==> config.mk <==
export PLATFORM = sky130hd
export DESIGN_NAME = wb_arbiter_n_flat
export DESIGN_NICKNAME = d
export VERILOG_FILES = /design/src/rtl/wb_arbiter_n_if.sv /design/src/rtl/wb_arbiter_n.sv /design/src/flat_wrapper.sv
export SDC_FILE = /design/constraint.sdc
export NUM_CORES = 1
export LEC_CHECK = 0
export ABC_AREA = 1
export BUFFER_PORTS_ARGS = -buffer_cell sky130_fd_sc_hd__buf_2
export CORE_UTILIZATION = 34
export DETAILED_ROUTE_END_ITERATION = 7
export GPL_TIMING_DRIVEN = 0
export MAX_ROUTING_LAYER = met4
export PLACE_DENSITY = 0.79
export SLEW_MARGIN = 10
export SYNTH_ARGS = -nofsm -noshare
export SYNTH_HDL_FRONTEND = slang
export SYNTH_SLANG_ARGS = --single-unit
==> constraint.sdc <==
create_clock -name wb_clock_i -period 1.6 [get_ports wb_clock_i]
set_input_delay 0.08 -clock wb_clock_i [delete_from_list [all_inputs] [get_ports wb_clock_i]]
set_output_delay 0.08 -clock wb_clock_i [all_outputs]
set_load 0.01 [all_outputs]
==> src/rtl/wb_arbiter_n_if.sv <==
`default_nettype none
// ============================================================================
// Module   : wb_arbiter_n_if
// Purpose  : Bundles the controller-facing and bus-facing Wishbone signals of
//            the N-controller arbiter.
// Ports    : ctrl_addr_i/ctrl_data_i   flattened controller addr/wdata
//            ctrl_we_i/cycle_i/strobe_i per-controller WE/CYC/STB
//            ctrl_stall_o/ctrl_ack_o   per-controller STALL/ACK
//            wb_addr_o/data_o/we_o/cycle_o/strobe_o  shared bus request
//            wb_stall_i/wb_ack_i       shared bus response
// Modports : master - the arbiter, which masters the shared bus
//            slave  - the environment (controllers plus peripherals)
// Revision : 1.0 - initial release
// ============================================================================
interface wb_arbiter_n_if #(
  parameter int NUM_CTRL   = 2,
  parameter int ADDR_WIDTH = 20,
  parameter int DATA_WIDTH = 8
);
  logic [NUM_CTRL*ADDR_WIDTH-1:0] ctrl_addr_i;
  logic [NUM_CTRL*DATA_WIDTH-1:0] ctrl_data_i;
  logic [NUM_CTRL-1:0]            ctrl_we_i;
  logic [NUM_CTRL-1:0]            ctrl_cycle_i;
  logic [NUM_CTRL-1:0]            ctrl_strobe_i;
  logic [NUM_CTRL-1:0]            ctrl_stall_o;
  logic [NUM_CTRL-1:0]            ctrl_ack_o;
  logic [ADDR_WIDTH-1:0]          wb_addr_o;
  logic [DATA_WIDTH-1:0]          wb_data_o;
  logic                           wb_we_o;
  logic                           wb_cycle_o;
  logic                           wb_strobe_o;
  logic                           wb_stall_i;
  logic                           wb_ack_i;

  modport master (
    input  ctrl_addr_i, ctrl_data_i, ctrl_we_i, ctrl_cycle_i, ctrl_strobe_i,
    input  wb_stall_i, wb_ack_i,
    output ctrl_stall_o, ctrl_ack_o,
    output wb_addr_o, wb_data_o, wb_we_o, wb_cycle_o, wb_strobe_o
  );

  modport slave (
    output ctrl_addr_i, ctrl_data_i, ctrl_we_i, ctrl_cycle_i, ctrl_strobe_i,
    output wb_stall_i, wb_ack_i,
    input  ctrl_stall_o, ctrl_ack_o,
    input  wb_addr_o, wb_data_o, wb_we_o, wb_cycle_o, wb_strobe_o
  );
endinterface
`default_nettype wire

==> src/rtl/wb_arbiter_n.sv <==
`default_nettype none
// ============================================================================
// Module   : wb_arbiter_n
// Purpose  : N-controller Wishbone arbiter sharing the RAM/register/keyboard
//            bus with the 6502. A slot counter advanced by clk8_en reserves
//            the leading CPU_SLOTS slots of every SLOTS-slot period for the
//            CPU; controllers are served round-robin or by fixed priority in
//            the remaining slots, without preemption.
// Ports    : wb_clock_i      system clock (64 MHz)
//            wb_reset_i      asynchronous active-high reset
//            clk8_en_i       single-cycle enable, once every 8 clocks
//            bus             controller/bus signal bundle (master modport)
//            cpu_grant_en_o  CPU owns the bus
//            grant_o         one-hot current controller owner, 0 if none
//            slot_o          current slot index
//            overrun_o       pulse: CPU window opened during a tenure
// Revision : 1.0 - initial release
// ============================================================================
module wb_arbiter_n #(
  parameter int NUM_CTRL      = 2,
  parameter int ADDR_WIDTH    = 20,
  parameter int DATA_WIDTH    = 8,
  parameter int SLOTS         = 8,
  parameter int CPU_SLOTS     = 4,
  parameter int PRIORITY_MODE = 0
) (
  input  logic                       wb_clock_i,
  input  logic                       wb_reset_i,
  input  logic                       clk8_en_i,
  wb_arbiter_n_if.master             bus,
  output logic                       cpu_grant_en_o,
  output logic [NUM_CTRL-1:0]        grant_o,
  output logic [$clog2(SLOTS)-1:0]   slot_o,
  output logic                       overrun_o
);
  localparam int SW    = $clog2(SLOTS);
  localparam int IDX_W = (NUM_CTRL > 1) ? $clog2(NUM_CTRL) : 1;

  typedef enum logic [1:0] {
    ST_IDLE = 2'd0,
    ST_BUS  = 2'd1,
    ST_CPU  = 2'd2
  } state_t;

  state_t              state, state_nxt;
  logic [IDX_W-1:0]    owner, owner_nxt;
  logic [IDX_W-1:0]    rr_ptr, rr_ptr_nxt;
  logic [IDX_W-1:0]    win_idx;
  logic                win_valid;
  logic [NUM_CTRL-1:0] grant_nxt;
  logic                cpu_window, pre_window, blocked;

  // --------------------------------------------------------------------------
  // Slot counter and window decode
  // --------------------------------------------------------------------------
  always_ff @(posedge wb_clock_i or posedge wb_reset_i) begin
    if (wb_reset_i) begin
      slot_o <= '0;
    end else if (clk8_en_i) begin
      slot_o <= (slot_o == SW'(SLOTS - 1)) ? '0 : slot_o + 1'b1;
    end
  end

  assign cpu_window = (slot_o < SW'(CPU_SLOTS));
  // The slot just before the CPU window is kept free so that no tenure can
  // start that would immediately run into the CPU window.
  assign pre_window = (slot_o == SW'(SLOTS - 1));
  assign blocked    = cpu_window | pre_window;

  // --------------------------------------------------------------------------
  // Winner selection
  // --------------------------------------------------------------------------
  if (PRIORITY_MODE == 1) begin : g_fixed
    // Scan downward so the lowest requesting index is the last one written.
    always_comb begin
      win_valid = 1'b0;
      win_idx   = '0;
      for (int k = NUM_CTRL - 1; k >= 0; k--) begin
        if (bus.ctrl_cycle_i[k]) begin
          win_valid = 1'b1;
          win_idx   = IDX_W'(k);
        end
      end
    end
  end else begin : g_rr
    // Offsets are scanned from far to near so the requester closest after
    // the pointer (with wrap) is the last one written and therefore wins.
    always_comb begin
      win_valid = 1'b0;
      win_idx   = '0;
      for (int off = NUM_CTRL; off >= 1; off--) begin
        if (bus.ctrl_cycle_i[(int'(rr_ptr) + off) % NUM_CTRL]) begin
          win_valid = 1'b1;
          win_idx   = IDX_W'((int'(rr_ptr) + off) % NUM_CTRL);
        end
      end
    end
  end

  // --------------------------------------------------------------------------
  // Ownership state machine
  // --------------------------------------------------------------------------
  always_ff @(posedge wb_clock_i or posedge wb_reset_i) begin
    if (wb_reset_i) begin
      state          <= ST_IDLE;
      owner          <= '0;
      rr_ptr         <= IDX_W'(NUM_CTRL - 1);
      grant_o        <= '0;
      cpu_grant_en_o <= 1'b0;
      overrun_o      <= 1'b0;
    end else begin
      state          <= state_nxt;
      owner          <= owner_nxt;
      rr_ptr         <= rr_ptr_nxt;
      grant_o        <= grant_nxt;
      cpu_grant_en_o <= (state_nxt == ST_CPU);
      // Slot is about to wrap to 0 while a controller still holds the bus.
      overrun_o      <= clk8_en_i & pre_window & (state == ST_BUS);
    end
  end

  always_comb begin
    state_nxt  = state;
    owner_nxt  = owner;
    rr_ptr_nxt = rr_ptr;
    grant_nxt  = grant_o;
    case (state)
      ST_IDLE: begin
        if (cpu_window) begin
          state_nxt = ST_CPU;
        end else if (!blocked && win_valid) begin
          state_nxt  = ST_BUS;
          owner_nxt  = win_idx;
          rr_ptr_nxt = win_idx;
          grant_nxt  = NUM_CTRL'(1) << win_idx;
        end
      end
      ST_BUS: begin
        // No preemption: a late tenure defers the CPU until it ends.
        if (!bus.ctrl_cycle_i[owner]) begin
          state_nxt = ST_IDLE;
          grant_nxt = '0;
        end
      end
      ST_CPU: begin
        if (!cpu_window) begin
          state_nxt = ST_IDLE;
        end
      end
      default: begin
        state_nxt = ST_IDLE;
        grant_nxt = '0;
      end
    endcase
  end

  // --------------------------------------------------------------------------
  // Datapath: owner's request onto the bus, bus response back to the owner
  // --------------------------------------------------------------------------
  always_comb begin
    bus.wb_addr_o   = '0;
    bus.wb_data_o   = '0;
    bus.wb_we_o     = 1'b0;
    bus.wb_cycle_o  = 1'b0;
    bus.wb_strobe_o = 1'b0;
    for (int k = 0; k < NUM_CTRL; k++) begin
      if (grant_o[k]) begin
        bus.wb_addr_o   = bus.ctrl_addr_i[k*ADDR_WIDTH +: ADDR_WIDTH];
        bus.wb_data_o   = bus.ctrl_data_i[k*DATA_WIDTH +: DATA_WIDTH];
        bus.wb_we_o     = bus.ctrl_we_i[k];
        bus.wb_cycle_o  = bus.ctrl_cycle_i[k];
        bus.wb_strobe_o = bus.ctrl_strobe_i[k];
      end
    end
  end

  assign bus.ctrl_stall_o = ~grant_o | {NUM_CTRL{bus.wb_stall_i}};
  assign bus.ctrl_ack_o   =  grant_o & {NUM_CTRL{bus.wb_ack_i}};

`ifndef SYNTHESIS
  a_cpu_excl : assert property (@(posedge wb_clock_i) disable iff (wb_reset_i)
                                !(cpu_grant_en_o && (|grant_o)));
  a_onehot   : assert property (@(posedge wb_clock_i) disable iff (wb_reset_i)
                                $onehot0(grant_o));
  a_cpu_cyc  : assert property (@(posedge wb_clock_i) disable iff (wb_reset_i)
                                !(cpu_grant_en_o && bus.wb_cycle_o));
`endif
endmodule
`default_nettype wire

==> src/flat_wrapper.sv <==
// flat-port wrapper written by rule: the top's interface ports become plain ports
module wb_arbiter_n_flat 
#(
  parameter int NUM_CTRL      = 2,
  parameter int ADDR_WIDTH    = 20,
  parameter int DATA_WIDTH    = 8,
  parameter int SLOTS         = 8,
  parameter int CPU_SLOTS     = 4,
  parameter int PRIORITY_MODE = 0
)
  (wb_clock_i, wb_reset_i, clk8_en_i, cpu_grant_en_o, grant_o, slot_o, overrun_o, bus_ctrl_addr_i, bus_ctrl_data_i, bus_ctrl_we_i, bus_ctrl_cycle_i, bus_ctrl_strobe_i, bus_wb_stall_i, bus_wb_ack_i, bus_ctrl_stall_o, bus_ctrl_ack_o, bus_wb_addr_o, bus_wb_data_o, bus_wb_we_o, bus_wb_cycle_o, bus_wb_strobe_o);
  wb_arbiter_n_if #(.NUM_CTRL(NUM_CTRL), .ADDR_WIDTH(ADDR_WIDTH), .DATA_WIDTH(DATA_WIDTH)) bus_i ();
  input  logic wb_clock_i;
  input  logic wb_reset_i;
  input  logic clk8_en_i;
  output logic cpu_grant_en_o;
  output logic [NUM_CTRL-1:0] grant_o;
  output logic [$clog2(SLOTS)-1:0] slot_o;
  output logic overrun_o;
  input wire logic [$bits(bus_i.ctrl_addr_i)-1:0] bus_ctrl_addr_i;
  input wire logic [$bits(bus_i.ctrl_data_i)-1:0] bus_ctrl_data_i;
  input wire logic [$bits(bus_i.ctrl_we_i)-1:0] bus_ctrl_we_i;
  input wire logic [$bits(bus_i.ctrl_cycle_i)-1:0] bus_ctrl_cycle_i;
  input wire logic [$bits(bus_i.ctrl_strobe_i)-1:0] bus_ctrl_strobe_i;
  input wire logic [$bits(bus_i.wb_stall_i)-1:0] bus_wb_stall_i;
  input wire logic [$bits(bus_i.wb_ack_i)-1:0] bus_wb_ack_i;
  output wire logic [$bits(bus_i.ctrl_stall_o)-1:0] bus_ctrl_stall_o;
  output wire logic [$bits(bus_i.ctrl_ack_o)-1:0] bus_ctrl_ack_o;
  output wire logic [$bits(bus_i.wb_addr_o)-1:0] bus_wb_addr_o;
  output wire logic [$bits(bus_i.wb_data_o)-1:0] bus_wb_data_o;
  output wire logic [$bits(bus_i.wb_we_o)-1:0] bus_wb_we_o;
  output wire logic [$bits(bus_i.wb_cycle_o)-1:0] bus_wb_cycle_o;
  output wire logic [$bits(bus_i.wb_strobe_o)-1:0] bus_wb_strobe_o;
  assign bus_i.ctrl_addr_i = bus_ctrl_addr_i;
  assign bus_i.ctrl_data_i = bus_ctrl_data_i;
  assign bus_i.ctrl_we_i = bus_ctrl_we_i;
  assign bus_i.ctrl_cycle_i = bus_ctrl_cycle_i;
  assign bus_i.ctrl_strobe_i = bus_ctrl_strobe_i;
  assign bus_i.wb_stall_i = bus_wb_stall_i;
  assign bus_i.wb_ack_i = bus_wb_ack_i;
  assign bus_ctrl_stall_o = bus_i.ctrl_stall_o;
  assign bus_ctrl_ack_o = bus_i.ctrl_ack_o;
  assign bus_wb_addr_o = bus_i.wb_addr_o;
  assign bus_wb_data_o = bus_i.wb_data_o;
  assign bus_wb_we_o = bus_i.wb_we_o;
  assign bus_wb_cycle_o = bus_i.wb_cycle_o;
  assign bus_wb_strobe_o = bus_i.wb_strobe_o;
  wb_arbiter_n #(.NUM_CTRL(NUM_CTRL), .ADDR_WIDTH(ADDR_WIDTH), .DATA_WIDTH(DATA_WIDTH), .SLOTS(SLOTS), .CPU_SLOTS(CPU_SLOTS), .PRIORITY_MODE(PRIORITY_MODE)) u_core (.wb_clock_i(wb_clock_i), .wb_reset_i(wb_reset_i), .clk8_en_i(clk8_en_i), .bus(bus_i), .cpu_grant_en_o(cpu_grant_en_o), .grant_o(grant_o), .slot_o(slot_o), .overrun_o(overrun_o));
endmodule
==> implementation parameters, run 1 <==
Parameter                              Value

Timing
  Worst-case clock skew ... 0.00271 ns
  Worst Slack Setup Final ... ~0.13 ns
  Minimum period implied by the final worst setup slack ... 1.47 ns
  Tightest slew margin relative to the limit ... between 70% and 80%
  Setup TNS after final layout ... 0 ns
  Worst-Margin Slew ... just over 0.4 ns
  Max Freq ... 679 MHz
  Finish-stage setup viols ... 0
  Hold violation total from the final report ... 0
  Final clock period utilization by the worst path ... 92.0%
  Setup repair after global routing missed its margin ... no
  Worst hold slack ... between 0.015 and 0.02 ns
  Number of pins exceeding their max-slew limit in the final report ... 0

Clock tree
  Reg clk slew, reported paths ... around 0.070 ns
  Cell chosen for the clock root ... sky130_fd_sc_hd__clkbuf_4
  Clock latency of the later-clocked register in the worst-skew pair ... between 0.2 and 0.3 ns
  Clock tree from TritonCTS ... yes
  Clock Sinks ... 11
  H-tree levels ... 1
  Number of buffers created by CTS ... 3
  Clock buffer depth ... 2

Global route
  Number of global-route vias before repair ... 1202
  Overall global routing resource usage ... between 10% and 20%
  Overflow left after global routing ... 0
  Wire length of the first global-routing pass ... 4950 um
  Largest net degree at the start of global routing ... 12
  Initial antenna violation count ... 0

Detailed routing
  Number of design-rule violations left by the first detailed-router iteration ... 75
  Routed vias ... around 1400
  Average wire per standard cell ... approximately 9.5 um
  Number of nets still failing antenna checks after routing ... 0
  Wire length after detailed routing ... 2990 um
  Number of optimization iterations in the first detailed-route pass ... 4
  Residual DRC count ... 0
  Via density per instance ... 4.60

Synthesis
  Number of storage elements in the synthesis netlist ... 11
  Library cell occupying the most area in the post-synthesis netlist ... sky130_fd_sc_hd__nand2_1
  Sequential-to-total area share from yosys stat ... about 28%
  Netlist area before placement ... 985 um2
  Yosys warnings ... 0
  Instance count of the mapped netlist ... 170
  Synthesized net count ... 240
  Share of the synthesized area in the top cell type ... 31.3%
  Cell types occupying the most area after synthesis ... sky130_fd_sc_hd__nand2_1 (31%), sky130_fd_sc_hd__dfrtp_1 (25%), sky130_fd_sc_hd__nand3_1 (17%)
  Unique cell type count in the Yosys netlist ... 18
  Mean instance size in the synthesized netlist ... 5.79 um2

Worst setup path
  R2R depth ... 8
  Type of destination of the critical path ... flop
  CP Cell Sequence ... ha_1, inv_1, ha_1, inv_1, nor2_2, nand3_2, or2_4, nand2_1
  Largest stage delay on the critical path ... 0.41 ns
  Crit Path Class ... reg -> reg
  Cell with the largest stage delay on the worst path ... sky130_fd_sc_hd__dfrtp_1
  Startpoint of the worst setup timing path ... u_core.slot_o[0]
  Endpoint of the worst-slack reg-to-reg timing path ... u_core.grant_o[1]
  Arrival time at the worst endpoint ... 1.68 ns
  Launching point of the worst reg2reg path ... u_core.slot_o[0]
  Crit path required time ... 1.81 ns
  Minimum setup slack among reg-to-reg paths ... roughly 0.13 ns
  CP Launch Type ... flop
  Capture point of the critical path ... u_core.grant_o[1]
  Top fanout value on the critical path ... 4

Placed design
  Buffers on Ports ... between 100 and 150
  Weighted congestion reported at the end of routability-driven placement ... around 0.81
  Worst-case setup slack after placement ... 0.0901 ns
  HPWL Detailed ... 2410 um

Die
  Chip height ... 55.8 um
  Total die area ... 3120 um2
  Std-Cell Core Area ... between 2000 and 3000 um2
  Die X ... 55.8 um
  Std cell rows ... 19
  Initial standard-cell utilization of the core ... 35.7%
  Ports placed on the boundary ... 109

Hold path
  Kind of path behind the tightest hold check ... in -> reg

Finish
  Commonest non-fill, non-tap cell in the layout ... sky130_fd_sc_hd__buf_2
  Layout cell share with drive strength beyond 1 ... 45.9%
  Most used cells in the layout excluding fill and tap cells ... sky130_fd_sc_hd__buf_2 (111), sky130_fd_sc_hd__nand2_1 (82), sky130_fd_sc_hd__nand3_1 (33), sky130_fd_sc_hd__inv_1 (12), sky130_fd_sc_hd__dfrtp_1 (10)
  Final-stage net count ... 354
  Number of antenna repair diodes ... 0
  Syn-to-layout area delta ... 64.8%

Pwr
  VDD IR max ... approximately 0.9 mV
  Power density cells ... 1470 nW/um2
  LEAKAGE ... roughly 1.1 nW

Run
  Total of max-cap violations ... 0

Status
  Run status ... complete, no violations
cell families (layout without fill, tap and decap cells):
group | after synthesis | in the layout | share of synthesized area (%)
fa+ha+maj | 3 | 3 | 3.81
buf+inv | 25 | 138 | 10.5
simple gates | 127 | 127 | 55.5
flops | 11 | 11 | 28.1
compound gates | 4 | 4 | 2.03
per-layer routing:
metal	vias to the layer above	wire [um]	global-route usage [%]	part of all wire [%]
li1	762	-	-	-
met4	0	8	3.14	0.27
met3	2	206	3.02	6.9
met5	-	0	-	0
met1	623	1280	24.4	43
met2	58	1500	34.6	50
synthesized netlist by cell type:
library cell and instances:
sky130_fd_sc_hd__nor4_1 1, sky130_fd_sc_hd__ha_1 3, sky130_fd_sc_hd__dfrtp_1 10, sky130_fd_sc_hd__o21ai_0 2, sky130_fd_sc_hd__nand4_1 3, sky130_fd_sc_hd__nand2_2 1
sky130_fd_sc_hd__dfstp_2 1, sky130_fd_sc_hd__nand2_1 82, sky130_fd_sc_hd__a21oi_1 2, sky130_fd_sc_hd__clkbuf_1 3, sky130_fd_sc_hd__inv_2 1, sky130_fd_sc_hd__nor2_2 2
sky130_fd_sc_hd__inv_1 13, sky130_fd_sc_hd__nor2_1 3, sky130_fd_sc_hd__nand3_2 1, sky130_fd_sc_hd__or2_4 1, sky130_fd_sc_hd__nand3_1 33, sky130_fd_sc_hd__buf_2 8
sequential cells by signal, summed over array words and instances, names as in the netlist:
signal and flops:
u_core.grant_o 2, u_core.overrun_o 1, u_core.slot_o 3, u_core.cpu_grant_en_o 1, u_core.state 2, u_core.owner 1
u_core.rr_ptr 1
metrics by stage:
step,total power [mW],area [um2],util (%),cells
2_1_floorplan,1.51,985,-,170
6_report,2.38,1620,58.8,314
5_1_grt,2.64,1620,58.8,314
3_5_place_dp,2.17,1560,56.7,309
4_1_cts,2.37,1600,58.0,314
3_3_place_gp,2.14,1560,56.7,309
where the power goes:
part / switching, mW / internal (mW) / total (mW)
sequential: 0.101 / 0.396 / 0.497
combinational: 0.990 / 0.706 / 1.70
clock: 0.0924 / 0.0965 / 0.189
final cells by class:
| type | instances | area, um2 |
|---|---|---|
| repair buffers | 110 | 558 |
| clock buffers | 4 | 26.3 |
| fillers | 291 | 1130 |
| well taps | 31 | 38.8 |
| multi-input cells | 134 | 604 |
| flip-flops and latches | 11 | 277 |
| inverters | 14 | 52.6 |
| plain buffers | 10 | 66.3 |
worst min-delay path by stage:
stage / start / end / cells after the start
after global placement: wb_reset_i / u_core.overrun_o / 2
final: clk8_en_i / u_core.slot_o[0] / 2
after detailed placement: wb_reset_i / u_core.grant_o[1] / 2
after global routing: clk8_en_i / u_core.slot_o[0] / 2
after floorplan: wb_reset_i / u_core.cpu_grant_en_o / 1
after CTS: clk8_en_i / u_core.slot_o[0] / 2
critical path: cells and delay by family (launching register included):
family                   cells  cell delay [ns]
adder cells (fa/ha/maj)      2             0.36
AND/OR/NAND/NOR              4             0.55
buffers and inverters        2             0.10
flip-flops                   1             0.41
what timing repair did:
item	CTS	global route
endpoints found under the hold margin	10	0
resized for setup	0	14
setup endpoints to repair	0	33
buffers inserted	0	1
hold buffers	1	0
Note: power is estimated with default switching activity, not from simulation.
==> inputs of run 2 (changes only) <==
--- a/config.mk
+++ b/config.mk
@@ -12,6 +12,7 @@
 export GPL_TIMING_DRIVEN = 0
 export MAX_ROUTING_LAYER = met4
 export PLACE_DENSITY = 0.79
+export SETUP_SLACK_MARGIN = 0.5
 export SLEW_MARGIN = 10
 export SYNTH_ARGS = -nofsm -noshare
 export SYNTH_HDL_FRONTEND = slang
==> constraint.sdc (replaced) <==
create_clock -name wb_clock_i -period 1.6 [get_ports wb_clock_i]
set_input_delay 0.08 -clock wb_clock_i [delete_from_list [all_inputs] [get_ports wb_clock_i]]
set_output_delay 0.08 -clock wb_clock_i [all_outputs]
set_load 0.02 [all_outputs]
==> implementation parameters, run 2 <==
Parameter                              Value

Global route
  Number of global-route vias before repair ... 1606
  Overall global routing resource usage ... 29.7%
  Wire length of the first global-routing pass ... roughly 7000 um
  Initial antenna violation count ... 0
  Overflow left after global routing ... 0
  Largest net degree at the start of global routing ... 12

Synthesis
  Number of enable flip-flop cells after synthesis ... 0
  Instance count of the mapped netlist ... 170
  Number of storage elements in the synthesis netlist ... 11
  Synthesized net count ... 240
  Dominant synthesized flop cell ... sky130_fd_sc_hd__dfrtp_1
  Mean instance size in the synthesized netlist ... a little under 6 um2
  Most frequent cell after synthesis ... sky130_fd_sc_hd__nand2_1
  Library cell occupying the most area in the post-synthesis netlist ... sky130_fd_sc_hd__nand2_1
  Share of the synthesized area in the top cell type ... 31.3%
  Netlist area before placement ... 985 um2
  Sequential-to-total area share from yosys stat ... 28.1%
  Cell types occupying the most area after synthesis ... sky130_fd_sc_hd__nand2_1 (31%), sky130_fd_sc_hd__dfrtp_1 (25%), sky130_fd_sc_hd__nand3_1 (17%)
  Share of synthesized flip-flops with an asynchronous set or reset ... 100%
  Yosys warnings ... 0
  Leading post-synthesis cells by instance count ... sky130_fd_sc_hd__nand2_1 (82), sky130_fd_sc_hd__nand3_1 (33), sky130_fd_sc_hd__inv_1 (13)
  Unique cell type count in the Yosys netlist ... 18

Timing
  Pin ending the worst setup path after global-route repair ... u_core.owner$_DFFE_PP0P_/D
  Pin type at the end of the worst path ... register data pin

Placed design
  Weighted congestion reported at the end of routability-driven placement ... 0.793
  Buffers on Ports ... 108
  HPWL Detailed ... about 2600 um
  Cell area reported after detailed placement ... roughly 1700 um2

Clock tree
  H-tree levels ... 1
  Cell chosen for the clock root ... sky130_fd_sc_hd__clkbuf_4
  Number of buffers created by CTS ... 3
  Clock Sinks ... 11
  Clock buffer depth ... 2

Die
  Initial standard-cell utilization of the core ... 35.7%
  Ports placed on the boundary ... 109
  Chip height ... between 50 and 60 um
  Die X ... 55.8 um
  Std cell rows ... 19

Status
  Halt point of the flow ... 5_2_route
  Tool Error ... [ERROR DRT-0255] Maze Route cannot find path of net bus_ctrl_data_i[9] in worker of routeBox ( 48300 0 ) ( 55815 48300 ).
  Run status ... did not finish
-- run 2: cell counts after synthesis --
No cell type changed its count.
-- run 2: cell families after synthesis --
| logic type | after synthesis | share of synthesized area, % |
|---|---|---|
| buffers and inverters | 25 | 10.5 |
| adders and majority gates | 3 | 3.81 |
| AOI/OAI and AO/OA | 4 | 2.03 |
| and+or+nand+nor | 127 | 55.5 |
| DFF | 11 | 28.1 |
-- run 2: through the flow --
stage | setup WS [ns] | cells | hold WS (ns)
global placement | 0.157 | 309 | 0.0859
detailed placement | 0.141 | 309 | 0.0883
global route | 0.137 | 330 | 0.0323
floorplan | 0.177 | 170 | -0.0684
CTS | 0.202 | 329 | 0.0246
-- run 2: timing repair --
item / in CTS / in global routing
setup buffers: 11 / 1
resized for setup: 126 / 35
setup endpoints to repair: 41 / 44
pin swaps: 16 / 11
hold buffers: 1 / 0
hold endpoints to repair: 10 / 0
cloned: 4 / 0
-- run 2: metal layers --
layer  track usage (%)
met1              32.0
met2              52.3
met3              6.51
met4              13.2
met5                 -
==> inputs of run 3 (changes only) <==
--- a/config.mk
+++ b/config.mk
@@ -7,12 +7,10 @@
 export LEC_CHECK = 0
 export ABC_AREA = 1
 export BUFFER_PORTS_ARGS = -buffer_cell sky130_fd_sc_hd__buf_2
-export CORE_UTILIZATION = 34
+export CORE_UTILIZATION = 25
 export DETAILED_ROUTE_END_ITERATION = 7
 export GPL_TIMING_DRIVEN = 0
-export MAX_ROUTING_LAYER = met4
-export PLACE_DENSITY = 0.79
-export SETUP_SLACK_MARGIN = 0.5
+export PLACE_DENSITY_LB_ADDON = 0.15
 export SLEW_MARGIN = 10
 export SYNTH_ARGS = -nofsm -noshare
 export SYNTH_HDL_FRONTEND = slang
==> implementation parameters, run 3 (synthesis results as in run 1) <==
Parameter                              Value

Detailed routing
  Residual DRC count ... 0
  Average wire per standard cell ... a little over 10 um
  Wire length after detailed routing ... 3400 um
  Routed vias ... ~1400
  Number of design-rule violations left by the first detailed-router iteration ... 30
  Number of nets still failing antenna checks after routing ... 0
  Via density per instance ... 4.32
  Number of optimization iterations in the first detailed-route pass ... 4

Timing
  Worst-Margin Slew ... 0.431 ns
  Max Freq ... 670 MHz
  Worst-case clock skew ... 0.00488 ns
  Hold violation total from the final report ... 0
  Setup repair after global routing missed its margin ... yes
  Worst hold slack ... 0.0512 ns
  Setup TNS after final layout ... 0 ns
  Tightest slew margin relative to the limit ... slightly above 70%
  Minimum period implied by the final worst setup slack ... 1.49 ns
  Final clock period utilization by the worst path ... 93.3%
  Finish-stage setup viols ... 0
  Number of pins exceeding their max-slew limit in the final report ... 0

Hold path
  Worst Hold Path Cells ... 2
  Kind of path behind the tightest hold check ... in -> reg

Finish
  Layout cell share with drive strength beyond 1 ... a little under half
  Syn-to-layout area delta ... 68.9%
  Design area ... 1660 um2
  Max reg flops ... 3
  Commonest non-fill, non-tap cell in the layout ... sky130_fd_sc_hd__buf_2
  Number of fillers in the final layout ... 406
  Number of antenna repair diodes ... 0
  Largest Register ... u_core.slot_o
  Final-stage net count ... approximately 360
  Registers with the highest flip-flop counts ... u_core.slot_o (3), u_core.grant_o (2), u_core.state (2)
  Multi-input logic area ... 604 um2
  Most used cells in the layout excluding fill and tap cells ... sky130_fd_sc_hd__buf_2 (113), sky130_fd_sc_hd__nand2_1 (82), sky130_fd_sc_hd__nand3_1 (33), sky130_fd_sc_hd__inv_1 (13), sky130_fd_sc_hd__dfrtp_1 (10)
  Register cell area after layout ... 277 um2

Pwr
  Cell internal pwr ... 1.26 mW
  Combinational share of power ... 72.1%
  Part of the power in the clock network ... between 10% and 20%
  VDD IR max ... 0.660 mV
  LEAKAGE ... 1.11 nW
  Power density cells ... approximately 1700 nW/um2
  Sequential power share ... roughly 18%
  Switching share of power ... between 50% and 60%
  NetSw ... ~1.5 mW

Run
  Total of max-cap violations ... 0

Clock tree
  Cell chosen for the clock root ... sky130_fd_sc_hd__clkbuf_8
  Number of buffers created by CTS ... 3
  Clock Sinks ... 11
  Clock buffer depth ... 2
  Clock latency of the later-clocked register in the worst-skew pair ... around 0.24 ns
  H-tree levels ... 1
  Clock tree from TritonCTS ... yes
  Reg clk slew, reported paths ... 0.06 ns

Worst setup path
  Type of destination of the critical path ... output port
  Crit Path Class ... reg -> out
  Crit path required time ... 1.52 ns
  R2R depth ... 8
  Top fanout value on the critical path ... 10
  Arrival time at the worst endpoint ... 1.41 ns
  CP Launch Type ... flop

Die
  Initial standard-cell utilization of the core ... 26.5%
  Die X ... 64.8 um
  Std cell rows ... 22
  Chip height ... 64.8 um
  Std-Cell Core Area ... 3720 um2
  Ports placed on the boundary ... 109
  Total die area ... 4190 um2

Global route
  Initial antenna violation count ... 0
  Wire length of the first global-routing pass ... 5130 um
  Overflow left after global routing ... 0
  Largest net degree at the start of global routing ... 12
  Number of global-route vias before repair ... 1183
  Overall global routing resource usage ... 15.1%

Placed design
  Cell area reported after detailed placement ... between 1500 and 2000 um2
  Buffers on Ports ... 108
  Weighted congestion reported at the end of routability-driven placement ... 0.693
  HPWL Detailed ... 2750 um

Status
  Run status ... complete, no violations
==> run 3: power by group through the flow <==
stage                     logic (mW)  registers [mW]  clock network, mW
final                           2.02           0.496              0.286
after floorplan                 1.29           0.554                  0
after detailed placement        2.04           0.476                  0
after global placement          2.03           0.476                  0
after CTS                       2.04           0.474              0.293
after global routing            2.22           0.519              0.305
==> run 3: area by class of cell <==
cell class                 instances  share of cell area [%]
multi-input combinational        134                    36.3
timing repair buffer             111                    34.0
sequential                        11                    16.6
tap                               48                    3.61
buffer                            10                    3.46
inverter                          14                    3.16
clock buffer                       3                    2.48
clock inverter                     1                   0.301
==> run 3: final timing paths <==
| path | to | start | slack (ns) |
|---|---|---|---|
| worst max-delay path | bus_wb_data_o[1] | u_core.grant_o[1] | 0.11 |
| worst min-delay path | u_core.slot_o[0] | clk8_en_i | 0.05 |
| worst max register to register | u_core.grant_o[1] | u_core.slot_o[0] | 0.12 |
| worst min register to register | u_core.rr_ptr | u_core.rr_ptr | 0.47 |
| max in group asynchronous | u_core.rr_ptr | wb_reset_i | 0.89 |
| min in group asynchronous | u_core.state[1] | wb_reset_i | 0.38 |
==> run 3: timing repair <==
item | in CTS | in global routing
setup buffers | 0 | 2
hold buffers | 1 | 0
endpoints found under the hold margin | 10 | 0
setup endpoints to repair | 0 | 33
gates resized for setup | 0 | 7
==> run 3: stage by stage <==
stage / power (mW) / utilization, % / setup slack, ns / cells
after CTS: 2.81 / 44.2 / 0.0538 / 331
after floorplan: 1.84 / - / 0.102 / 170
after detailed placement: 2.52 / 42.7 / 0.0732 / 326
final: 2.80 / 44.7 / 0.107 / 332
after global routing: 3.04 / 44.7 / -0.0149 / 332
after global placement: 2.51 / 42.7 / 0.102 / 326
==> run 3: worst max-delay path, stage by stage, from the launching register on <==
cell                       delay, ns
sky130_fd_sc_hd__dfrtp_1        0.36
sky130_fd_sc_hd__buf_2          0.16
sky130_fd_sc_hd__inv_1          0.13
sky130_fd_sc_hd__clkbuf_4       0.22
sky130_fd_sc_hd__nand3_1        0.08
sky130_fd_sc_hd__nand2_1        0.07
sky130_fd_sc_hd__buf_2          0.16
==> run 3: layer usage <==
metal	up-vias	track usage (%)	wire length, um
li1	767	-	-
met1	606	18.5	1460
met2	58	26.3	1630
met4	0	4.72	16
met5	-	0	0
met3	4	2.99	292
==> inputs of run 4 (changes only) <==
--- a/config.mk
+++ b/config.mk
@@ -5,12 +5,13 @@
 export SDC_FILE = /design/constraint.sdc
 export NUM_CORES = 1
 export LEC_CHECK = 0
-export ABC_AREA = 1
 export BUFFER_PORTS_ARGS = -buffer_cell sky130_fd_sc_hd__buf_2
-export CORE_UTILIZATION = 25
+export CORE_AREA = 2 2 63 65
 export DETAILED_ROUTE_END_ITERATION = 7
+export DIE_AREA = 0 0 65 67
 export GPL_TIMING_DRIVEN = 0
 export PLACE_DENSITY_LB_ADDON = 0.15
+export SKIP_LAST_GASP = 1
 export SLEW_MARGIN = 10
 export SYNTH_ARGS = -nofsm -noshare
 export SYNTH_HDL_FRONTEND = slang
==> implementation parameters, run 4 <==
Parameter                              Value

Timing
  Final clock period utilization by the worst path ... 94.3%
  Setup repair after global routing missed its margin ... no
  Number of pins exceeding their max-slew limit in the final report ... 0
  Minimum period implied by the final worst setup slack ... 1.51 ns
  Finish-stage setup viols ... 0
  Tightest slew margin relative to the limit ... 72.1%
  Worst hold slack ... 0.0998 ns
  Worst-Margin Slew ... between 0.4 and 0.5 ns
  Hold violation total from the final report ... 0
  Max Freq ... 663 MHz
  Worst-case clock skew ... 0.00426 ns
  Setup TNS after final layout ... 0 ns

Die
  Std-Cell Core Area ... around 3600 um2
  Std cell rows ... 22
  Initial standard-cell utilization of the core ... between 20% and 30%
  Total die area ... about 4400 um2
  Die X ... around 65 um
  Ports placed on the boundary ... 109
  Chip height ... 67 um

Pwr
  Power density cells ... 1720 nW/um2
  VDD IR max ... ~0.8 mV
  LEAKAGE ... about 0.9 nW

Synthesis
  Unique cell type count in the Yosys netlist ... 29
  Instance count of the mapped netlist ... 92
  Synthesized net count ... 162
  Netlist area before placement ... approximately 880 um2
  Number of enable flip-flop cells after synthesis ... 0
  Cell types occupying the most area after synthesis ... sky130_fd_sc_hd__a22o_1 (29%), sky130_fd_sc_hd__dfrtp_1 (28%), sky130_fd_sc_hd__ha_1 (4.3%)
  Leading post-synthesis cells by instance count ... sky130_fd_sc_hd__a22o_1 (29), sky130_fd_sc_hd__dfrtp_1 (10), sky130_fd_sc_hd__inv_1 (7), sky130_fd_sc_hd__nand2_1 (7), sky130_fd_sc_hd__nor2_1 (5)
  Library cell occupying the most area in the post-synthesis netlist ... sky130_fd_sc_hd__a22o_1
  Mean instance size in the synthesized netlist ... roughly 9.5 um2
  Sequential-to-total area share from yosys stat ... about a third
  Main combinational cell family by area after synthesis ... compound AO/OA/AOI/OAI gates
  Complex-gate fraction of the synthesized area ... 39.6%
  Share of synthesized flip-flops with an asynchronous set or reset ... 100%
  Yosys warnings ... 0
  Simple logic cell fraction of the synthesized area ... 12.7%
  Number of storage elements in the synthesis netlist ... 11
  Synthesized-area fraction occupied by xor and xnor cells ... 0%
  Most frequent cell after synthesis ... sky130_fd_sc_hd__a22o_1
  Share of the synthesized area in the top cell type ... 28.9%
  Dominant synthesized flop cell ... sky130_fd_sc_hd__dfrtp_1
  Share of synthesized area spent on multiplexers ... 2.42%
  Synthesized-area fraction occupied by adder cells ... 4.27%

Clock tree
  Clock buffer depth ... 2
  Number of buffers created by CTS ... 3
  Cell chosen for the clock root ... sky130_fd_sc_hd__clkbuf_8
  Clock latency of the later-clocked register in the worst-skew pair ... 0.23 ns
  Reg clk slew, reported paths ... 0.05 ns
  Clock Sinks ... 11
  Clock tree from TritonCTS ... yes
  H-tree levels ... 1
  Number of buffers inserted by post-CTS setup repair ... 0

Finish
  Commonest non-fill, non-tap cell in the layout ... sky130_fd_sc_hd__buf_2
  Most used cells in the layout excluding fill and tap cells ... sky130_fd_sc_hd__buf_2 (112), sky130_fd_sc_hd__a22o_1 (29), sky130_fd_sc_hd__dfrtp_1 (10), sky130_fd_sc_hd__inv_1 (7), sky130_fd_sc_hd__nand2_1 (7)
  Layout cell share with drive strength beyond 1 ... 61.5%
  Max reg flops ... 3
  Registers with the highest flip-flop counts ... u_core.slot_o (3), u_core.grant_o (2), u_core.state (2)
  Largest Register ... u_core.slot_o
  Number of fillers in the final layout ... 376
  Number of antenna repair diodes ... 0
  Syn-to-layout area delta ... 74.6%
  Multi-input logic area ... between 500 and 600 um2
  Register cell area after layout ... 277 um2
  Final-stage net count ... 276

Worst setup path
  Crit path required time ... 1.52 ns
  Crit Path Class ... reg -> out
  Launching point of the worst reg2reg path ... u_core.slot_o[0]
  Top fanout value on the critical path ... 10
  CP Launch Type ... flop
  Minimum setup slack among reg-to-reg paths ... roughly 0.18 ns
  Arrival time at the worst endpoint ... 1.43 ns
  Endpoint of the worst-slack reg-to-reg timing path ... u_core.state[0]
  R2R depth ... 6
  Type of destination of the critical path ... output port

Placed design
  HPWL Detailed ... ~2600 um
  Buffers on Ports ... 108
  Weighted congestion reported at the end of routability-driven placement ... a little over 0.7

Global route
  Overflow left after global routing ... 0
  Wire length of the first global-routing pass ... 4290 um
  Largest net degree at the start of global routing ... 12
  Number of global-route vias before repair ... 1005
  Overall global routing resource usage ... between 10% and 20%
  Initial antenna violation count ... 0

Detailed routing
  Number of design-rule violations left by the first detailed-router iteration ... 26
  Routed vias ... 1149
  Via density per instance ... 4.54
  Number of optimization iterations in the first detailed-route pass ... 4
  Number of nets still failing antenna checks after routing ... 0
  Average wire per standard cell ... approximately 12 um
  Wire length after detailed routing ... 3120 um
  Residual DRC count ... 0

Hold path
  Endpoint, Worst Hold ... u_core.slot_o[2]
  Hold_sp ... clk8_en_i
  Worst Hold Path Cells ... 2
  Kind of path behind the tightest hold check ... in -> reg

Status
  Run status ... complete, no violations

Run
  Total of max-cap violations ... 0
## run 4: cell types whose count changed in the layout (fill, tap and decap cells not counted), moves of 3 or more
| cell | change |
|---|---|
| sky130_fd_sc_hd__clkbuf_4 | -3 |
| sky130_fd_sc_hd__nand2_1 | -75 |
| sky130_fd_sc_hd__nand4_1 | -3 |
| sky130_fd_sc_hd__inv_1 | -6 |
| sky130_fd_sc_hd__a22o_1 | +29 |
| sky130_fd_sc_hd__nand3_1 | -32 |
## run 4: per-layer routing
layer / up-vias / part of all wire, % / track usage, %
met5: - / 0 / 0
met3: 0 / 10 / 4.22
met2: 57 / 52 / 23.7
li1: 573 / - / -
met4: 0 / 0 / 2.39
met1: 519 / 37 / 13.2
## run 4: worst max path at each step
stage | slack, ns | cells past startpoint | start | to
finish | 0.09 | 6 | u_core.grant_o[1] | bus_wb_data_o[5]
global route | 0.0001 | 6 | u_core.grant_o[0] | bus_wb_data_o[1]
CTS | 0.06 | 6 | u_core.grant_o[1] | bus_wb_data_o[5]
detailed placement | 0.20 | 6 | u_core.slot_o[0] | u_core.state[0]
global placement | 0.20 | 6 | u_core.slot_o[0] | u_core.state[0]
floorplan | 0.15 | 6 | u_core.slot_o[0] | u_core.state[0]
## run 4: area by class of cell
class                   count  share of cell area (%)
inverters                   8                    1.96
repair buffers            109                    35.9
well taps                  48                    3.92
clock buffers               4                    2.94
multi-input cells          66                    33.8
plain buffers               7                    3.51
flip-flops and latches     11                    18.0
## run 4: cell families after synthesis
group / Yosys count
fa+ha+maj: 3
flops: 11
buf+inv: 15
simple gates: 20
compound gates: 41
mux: 2
## run 4: worst max-delay path, stage by stage (launching register included)
cell                      delay (ns)
sky130_fd_sc_hd__dfrtp_1        0.37
sky130_fd_sc_hd__buf_4          0.18
sky130_fd_sc_hd__nor2_4         0.09
sky130_fd_sc_hd__buf_6          0.14
sky130_fd_sc_hd__buf_8          0.13
sky130_fd_sc_hd__a22o_1         0.13
sky130_fd_sc_hd__buf_2          0.16
## run 4: where the power goes
group	total (mW)	switching [mW]	internal (mW)	leakage, nW
clock	0.266	0.0918	0.174	0.0228
combinational	1.86	1.08	0.784	0.734
sequential	0.511	0.104	0.407	0.136
total	2.64	1.27	1.37	0.892
## run 4: what timing repair did
item | 4_1_cts | 5_1_grt
hold buffers | 1 | 0
gates resized for setup | 0 | 0
endpoints found under the hold margin | 10 | 0
## run 4: stage by stage
| step | instances | setup WS [ns] | cell area [um2] | utilization (%) | power, mW |
|---|---|---|---|---|---|
| after floorplan | 92 | 0.150 | 878 | - | 1.80 |
| after detailed placement | 248 | 0.200 | 1480 | 41.0 | 2.40 |
| final | 253 | 0.0911 | 1530 | 42.5 | 2.64 |
| after global placement | 248 | 0.205 | 1480 | 41.0 | 2.37 |
| after CTS | 253 | 0.0567 | 1530 | 42.5 | 2.68 |
| after global routing | 253 | 0.000100 | 1530 | 42.5 | 2.84 |
